### config.mk
export PLATFORM = sky130hd
export DESIGN_NAME = bus16_arbiter
export DESIGN_NICKNAME = d
export VERILOG_FILES = /design/src/rtl/bus16_arbiter.sv
export SDC_FILE = /design/constraint.sdc
export NUM_CORES = 1
export LEC_CHECK = 0
export BUFFER_PORTS_ARGS = -buffer_cell sky130_fd_sc_hd__clkbuf_2
export CORE_ASPECT_RATIO = 0.9
export CORE_MARGIN = 4
export CORE_UTILIZATION = 28
export DETAILED_ROUTE_END_ITERATION = 8
export PLACE_DENSITY = 0.49
export SYNTH_ARGS = -nofsm -noshare
export SYNTH_HDL_FRONTEND = slang
export SYNTH_SLANG_ARGS = --single-unit
### constraint.sdc
create_clock -name i_Bus_Clk -period 2.8 [get_ports i_Bus_Clk]
set_input_delay 0.56 -clock i_Bus_Clk [delete_from_list [all_inputs] [get_ports i_Bus_Clk]]
set_output_delay 0.56 -clock i_Bus_Clk [all_outputs]
set_load 0.01 [all_outputs]
### src/rtl/bus16_arbiter.sv
// rtl/bus16_arbiter.sv - two-master round-robin arbiter for the 16-bit register bus
// Optional read timeout enabled by defining BUS16_ARB_TIMEOUT_EN.
module bus16_arbiter #(
  parameter int          TIMEOUT_CLKS = 1024,
  parameter logic [15:0] TIMEOUT_DATA = 16'hDEAD
) (
  input  logic        i_Bus_Clk,
  input  logic        i_Bus_Rst_L,
  input  logic        i_M0_CS,
  input  logic        i_M0_Wr_Rd_n,
  input  logic [15:0] i_M0_Addr8,
  input  logic [15:0] i_M0_Wr_Data,
  output logic [15:0] o_M0_Rd_Data,
  output logic        o_M0_Rd_DV,
  output logic        o_M0_Busy,
  output logic        o_M0_Drop,
  input  logic        i_M1_CS,
  input  logic        i_M1_Wr_Rd_n,
  input  logic [15:0] i_M1_Addr8,
  input  logic [15:0] i_M1_Wr_Data,
  output logic [15:0] o_M1_Rd_Data,
  output logic        o_M1_Rd_DV,
  output logic        o_M1_Busy,
  output logic        o_M1_Drop,
  output logic        o_Bus_CS,
  output logic        o_Bus_Wr_Rd_n,
  output logic [15:0] o_Bus_Addr8,
  output logic [15:0] o_Bus_Wr_Data,
  input  logic [15:0] i_Bus_Rd_Data,
  input  logic        i_Bus_Rd_DV,
  output logic        o_Timeout
);

  typedef enum logic [1:0] {IDLE, ISSUE, WAIT_RD} state_t;

  state_t      state;
  logic [1:0]  cs;
  logic [1:0]  pending;
  logic [1:0]  drop;
  logic [1:0]  rd_dv;
  logic [15:0] rd_data [2];
  logic        slot_wr [2];
  logic [15:0] slot_addr [2];
  logic [15:0] slot_data [2];
  logic        grant;
  logic        next_grant;
  logic        rr_last;

  assign cs = {i_M1_CS, i_M0_CS};

  // Slots only load while their master is idle, so the other master's traffic never touches them.
  always_ff @(posedge i_Bus_Clk or negedge i_Bus_Rst_L) begin
    if (!i_Bus_Rst_L) begin
      drop         <= '0;
      slot_wr[0]   <= 1'b0;
      slot_wr[1]   <= 1'b0;
      slot_addr[0] <= '0;
      slot_addr[1] <= '0;
      slot_data[0] <= '0;
      slot_data[1] <= '0;
    end else begin
      drop <= cs & pending;
      if (i_M0_CS && !pending[0]) begin
        slot_wr[0]   <= i_M0_Wr_Rd_n;
        slot_addr[0] <= i_M0_Addr8;
        slot_data[0] <= i_M0_Wr_Data;
      end
      if (i_M1_CS && !pending[1]) begin
        slot_wr[1]   <= i_M1_Wr_Rd_n;
        slot_addr[1] <= i_M1_Addr8;
        slot_data[1] <= i_M1_Wr_Data;
      end
    end
  end

  // rr_last resets to 1 so the first contended grant goes to M0.
  always_comb begin
    next_grant = 1'b0;
    if (pending == 2'b11) next_grant = ~rr_last;
    else                  next_grant = pending[1];
  end

`ifdef BUS16_ARB_TIMEOUT_EN
  localparam logic [15:0] TC_LAST = 16'(TIMEOUT_CLKS - 1);
  logic [15:0] wait_cnt;
  logic        timeout_q;
  assign o_Timeout = timeout_q;
`else
  assign o_Timeout = 1'b0;
`endif

  always_ff @(posedge i_Bus_Clk or negedge i_Bus_Rst_L) begin
    if (!i_Bus_Rst_L) begin
      state         <= IDLE;
      pending       <= '0;
      grant         <= 1'b0;
      rr_last       <= 1'b1;
      rd_dv         <= '0;
      rd_data[0]    <= '0;
      rd_data[1]    <= '0;
      o_Bus_CS      <= 1'b0;
      o_Bus_Wr_Rd_n <= 1'b0;
      o_Bus_Addr8   <= '0;
      o_Bus_Wr_Data <= '0;
`ifdef BUS16_ARB_TIMEOUT_EN
      wait_cnt      <= '0;
      timeout_q     <= 1'b0;
`endif
    end else begin
      o_Bus_CS <= 1'b0;
      rd_dv    <= '0;
`ifdef BUS16_ARB_TIMEOUT_EN
      timeout_q <= 1'b0;
`endif
      // Set and clear of one pending bit never coincide: capture needs it clear, completion needs it set.
      for (int m = 0; m < 2; m++) begin
        if (cs[m] && !pending[m]) pending[m] <= 1'b1;
      end
      case (state)
        IDLE: begin
          if (|pending) begin
            grant         <= next_grant;
            o_Bus_CS      <= 1'b1;
            o_Bus_Wr_Rd_n <= slot_wr[next_grant];
            o_Bus_Addr8   <= slot_addr[next_grant];
            o_Bus_Wr_Data <= slot_data[next_grant];
            state         <= ISSUE;
          end
        end
        ISSUE: begin
          if (o_Bus_Wr_Rd_n) begin
            pending[grant] <= 1'b0;
            rr_last        <= grant;
            state          <= IDLE;
          end else begin
`ifdef BUS16_ARB_TIMEOUT_EN
            wait_cnt <= '0;
`endif
            state <= WAIT_RD;
          end
        end
        WAIT_RD: begin
          if (i_Bus_Rd_DV) begin
            rd_data[grant] <= i_Bus_Rd_Data;
            rd_dv[grant]   <= 1'b1;
            pending[grant] <= 1'b0;
            rr_last        <= grant;
            state          <= IDLE;
          end
`ifdef BUS16_ARB_TIMEOUT_EN
          else if (wait_cnt == TC_LAST) begin
            rd_data[grant] <= TIMEOUT_DATA;
            rd_dv[grant]   <= 1'b1;
            timeout_q      <= 1'b1;
            pending[grant] <= 1'b0;
            rr_last        <= grant;
            state          <= IDLE;
          end else begin
            wait_cnt <= wait_cnt + 16'd1;
          end
`endif
        end
        default: state <= IDLE;
      endcase
    end
  end

  assign o_M0_Busy    = pending[0];
  assign o_M1_Busy    = pending[1];
  assign o_M0_Drop    = drop[0];
  assign o_M1_Drop    = drop[1];
  assign o_M0_Rd_DV   = rd_dv[0];
  assign o_M1_Rd_DV   = rd_dv[1];
  assign o_M0_Rd_Data = rd_data[0];
  assign o_M1_Rd_Data = rd_data[1];

endmodule

# After elaboration in Yosys (flattened, before gate mapping)
# Cells that the tools add are included.
word_totals:
  regBits: 142
  inputBits: 87
  out_inout_bits: 73
  wordCells: 79
classes:
  n_lt_le_gt_ge: 5
  eq_ne: 6
  muxes: 31
  n_bitwise: 6
  reduce_logical: 13
op_table:
  columns: ["operator", "n"]
  rows:
  - ["$mux 16", 7]
  - ["$bwmux 32", 1]
  - ["$demux 16 s1", 1]
  - ["$mux 2", 7]
  - ["$mux 1", 11]
  - ["$ne 2x2->1 const B", 3]
  - ["$pmux 2 s3", 1]
  - ["$reduce_and 2->1", 3]
  - ["$and 2x2->2", 2]
  - ["$eq 2x2->1 const B", 2]
  - ["$ge 2x2->1 const B", 2]
  - ["$logic_and 1x1->1", 4]
  - ["$not 1->2", 2]
  - ["$pmux 2 s2", 1]
  - ["$reduce_and 3->1", 1]
  - ["$eq 2x1->1 const B", 1]
  - ["$logic_not 1->1", 2]
  - ["$logic_not 2->1", 1]
  - ["$lt 1x2->1 const B", 1]
  - ["$lt 2x1->1 const B", 1]
  - ["$not 2->2", 1]
  - ["$pmux 1 s2", 1]
  - ["$reduce_bool 2->1", 1]
  - ["$reduce_or 2->1", 1]
  - ["other kinds (3)", 3]

# Depth between registers and ports, before layout
logic_depth:
  depth_word: 8
  mapped_depth: 7
  mapped_depth_nobuf: 6

# Worst setup path before layout
# Ideal clock, no wire load.
synth_timing:
  path_kind: "register -> register"
  start: "register state[0]"
  end: "register state[1]"
  arrival_time_ns: 1.352
  slack_ns: 1.323
  path_stages_with_launch: 6
  path_buffers: 0
  period_less_slack_ns: 1.477
  path_cell_list: "dfrtp_1 -> inv_1 -> ha_1 -> and2b_1 -> a21oi_1 -> mux2_2"
synth_via:
  elab_chain_len: 3
  word_cells_on_any_way: 7
  classes_between: "4 x eq/ne; 1 x mux; 2 x reduce/logical"
synth_rtl:
  columns: ["element", "line", "rtl"]
  rows:
  - ["start: declaration", "36", "state_t state;"]
  - ["start signal: assignment", "94", "state <= IDLE;"]
  - ["start signal: assignment", "127", "state <= ISSUE;"]
  - ["start signal: assignment", "134", "state <= IDLE;"]
  - ["$eq 2x2->1 / $logic_not 2->1 (equally long branches)", "119", "case (state)"]
  - ["$ne 2x2->1 (no line)", null, null]
  - ["$reduce_and 2->1 (no line)", null, null]
# Parallel ways exist; a longest one is shown, timed or not.
# A chain may end at the register's enable or synchronous reset.

# Final worst setup path
layout_timing:
  start: "register pending[1]"
  end: "register o_Bus_Wr_Data[9]"
layout_via:
  elab_chain_len: 6
  word_cells_on_any_way: 8
  classes_between: "1 x eq/ne; 4 x mux; 1 x bitwise; 2 x reduce/logical"
layout_rtl:
  columns: ["element", "line", "rtl"]
  rows:
  - ["start: declaration", "38", "logic [1:0] pending;"]
  - ["start signal: assignment", "95", "pending <= '0;"]
  - ["start signal: indexed assignment", "132", "pending[grant] <= 1'b0;"]
  - ["start signal: indexed assignment", "146", "pending[grant] <= 1'b0;"]
  - ["$eq 2x2->1", "79", "if (pending == 2'b11) next_grant = ~rr_last;"]
  - ["$mux 1", "79", null]
  - ["$not 1->2 (not written as such)", "126", "o_Bus_Wr_Data <= slot_data[next_grant];"]
  - ["$mux 16 (not written as such) (3 in a row)", "126", null]
  - ["end signal: assignment", "126", null]
  - ["end: declaration", "28", "output logic [15:0] o_Bus_Wr_Data,"]
# Parallel ways exist; a longest one is shown, timed or not. The select of a mux whose other input is x is not followed.

==> out/results.txt <==
outcome - complete, no violations
crit path launch type - register
Fmax - 531.1 MHz
first-pass GRT wire length - 23400 um
crit path DAT - 2220 ps
Port Buffers - 158
Longest Clk Path Bufs - 2
RSZ-0062 raised after global routing - no
ANT cells - 0
post-synth cell types - 31
Avg WL per Cell - 16.70 um
htree depth - 4
Seq cells post-synth - 142
Worst Skew - 7.196 ps
Synth area leader - dfrtp_1
Area contributors post-synth - dfrtp_1, mux2_2, a21oi_2
Worst setup EP type - register
Clock power frac - 0.238
Slew headroom - 0.4501
Final period util - 0.6724
Total Nets Final - 680
Die Span X - 160.2 um
Worst-path clk slew - 60 ps
Seq pwr share - 0.378
Synth Warn # - 0
Post-synth ARST share - 1.000
Setup Fix Bufs, Post-CTS - 0
placed cell count - 826
IO Pins - 160
cts repair resizes - 0
HP Class - primary input to async pin
core area - 20230 um2
max-slew violation count - 0
number of global-route vias before repair - 4259
Peak supply drop - 462.9 uV
Num CTS Buffers - 17
Cell Rows - 49
Initial Util - 0.2884
Post-synth EDFFs - 0
worst endpoint required time - 3140 ps
final critical-path required period - 1883 ps
pwr/cell area - 1320 nW/um2
largest net degree at the start of global routing - 72
Pre-Repair DR Iteration Count - 4
leakage - 0.003520 uW
initial antenna violation count - 0
Synth top cells by count - dfrtp_1, mux2_2, a21oi_1, nor2_1, nand2_1
synthesis-to-finish area growth - 27.75%
hold_buf cts - 0
cell with the most instances after synthesis - dfrtp_1
GRT Residual Overflow - 0
CTS root buf - clkbuf_16
Finished Layout Cells - 858
clk_lat worst skew - 420 ps
Crit Path Max Fanout - 27
Final Hold Viols - 0
gr usage total - 0.1273
Pint - 6278 uW
share of post-route cells with drive strength above 1 - 0.5506
Die ar. - 23210 um2
max-cap viol count - 0
Die Span Y - 144.9 um
Sw Ratio - 0.3616
Via density - 4.428
Hold WS - 33.47 ps
final WL - 14330 um
Post-Syn Instances - 432
Net Sw Power - 3557 uW
CTS tree - yes
clock sink total - 142
Comb pwr share - 0.384
detailed placement HPWL - 9933 um
endpoints failing setup - 0
Mean Syn Cell Area - 13.51 um2
top-area cell type share of the netlist area - 0.6048
Worst-Margin Slew - 822.8 ps
DR vias - 3799
top_reg_cell synth - dfrtp_1
sequential area share after synthesis - 0.6093
filler instances - 1997
initial DRC count - 106
worst setup path class - register to register
mapped cell area - 5834 um2
drc violations - 0
final antenna-violating net count - 0
Setup TNS Final - 0 ps
Post-Syn Nets - 522
Final Wtd Congestion - 0.7244
==> through the flow <==
stage                     power, uW  utilization  instance area (um2)  worst slack, ps
after floorplan                6398            -                 5834             1323
after global placement         7498       0.3381                 6840            934.5
after detailed placement       7612       0.3381                 6840            870.6
after CTS                     10020       0.3684                 7453            897.2
after global routing          10560       0.3684                 7453            784.6
final                          9835       0.3684                 7453            917.1
==> placed cells by master (no fill, tap or decap), types with 2 or more instances in the layout <==
cell type	n
clkbuf_2	157
dfrtp_1	141
mux2_2	89
nor2_1	38
a21oi_1	38
nand2_1	33
a21oi_2	29
clkbuf_16	17
mux2_4	8
clkinv_4	5
inv_1	4
buf_4	4
mux2_1	3
ha_1	3
bufinv_16	3
and2_1	2
a31oi_1	2
nor2b_4	2
inv_6	2
clkinvlp_4	2
clkinv_2	2
buf_12	2
==> kinds of logic after synthesis <==
logic type | count (synthesis) | synth area share
flops | 142 | 0.6093
mux | 100 | 0.1982
simple gates | 81 | 0.05941
compound gates | 75 | 0.08943
buf+inv | 30 | 0.03667
fa+ha+maj | 3 | 0.006434
other cells | 1 | 0.0006427
==> cell type report <==
cell class | count | area, um2 | area share
clock buffer | 17 | 425.4 | 0.05708
clock inverter | 15 | 187.7 | 0.02518
inverter | 5 | 18.77 | 0.002518
multi-input combinational | 260 | 2081 | 0.2792
sequential | 142 | 3555 | 0.4769
tap | 255 | 319.1 | 0.04281
timing repair buffer | 164 | 867.1 | 0.1163
==> power groups by stage <==
stage | logic [uW] | registers [uW] | clock network [uW]
floorplan | 2560 | 3840 | 0
global placement | 3780 | 3720 | 0
detailed placement | 3860 | 3750 | 0
CTS | 3870 | 3730 | 2430
global route | 4180 | 3870 | 2520
finish | 3780 | 3720 | 2340
==> metal layers <==
metal / GRT usage / up-vias / part of all wire
met1: 0.1582 / 1890 / 0.44
met4: 0.04043 / 0 / 0.016
li1: - / 1800 / -
met3: 0.04453 / 13 / 0.052
met2: 0.2087 / 96 / 0.49
met5: 0 / - / 0
==> critical path, cell delays in order (launching register included) <==
cell and delay (ps):
dfrtp_1 540, a21boi_4 740, buf_4 280, a21oi_1 90
a21oi_2 150
==> flip-flops by register name, summed over array words and instances (netlist names), 2 cells and up <==
register,cells
drop,2
o_Bus_Wr_Data,16
o_Bus_Addr8,16
pending,2
o_M1_Rd_Data,16
slot_addr,32
rd_dv,2
slot_wr,2
state,2
slot_data,32
o_M0_Rd_Data,16
==> worst paths after layout <==
path	start	slack [ps]	to	cells after the start
hold / removal	i_Bus_Rst_L	30	slot_addr[17]$_DFFE_PN0P_	1
max in group asynchronous	i_Bus_Rst_L	1950	rr_last$_DFFE_PN1P_	2
min in group i_Bus_Clk	i_Bus_Rd_Data[14]	370	o_M0_Rd_Data[14]$_DFFE_PN0P_	2
setup / recovery	pending[1]$_DFF_PN0_	920	o_Bus_Wr_Data[9]$_DFFE_PN0P_	4
hold reg to reg	o_M0_Rd_Data[14]$_DFFE_PN0P_	490	o_M0_Rd_Data[14]$_DFFE_PN0P_	1
setup reg to reg	pending[1]$_DFF_PN0_	920	o_Bus_Wr_Data[9]$_DFFE_PN0P_	4
Power figures use the tool's default switching activity.
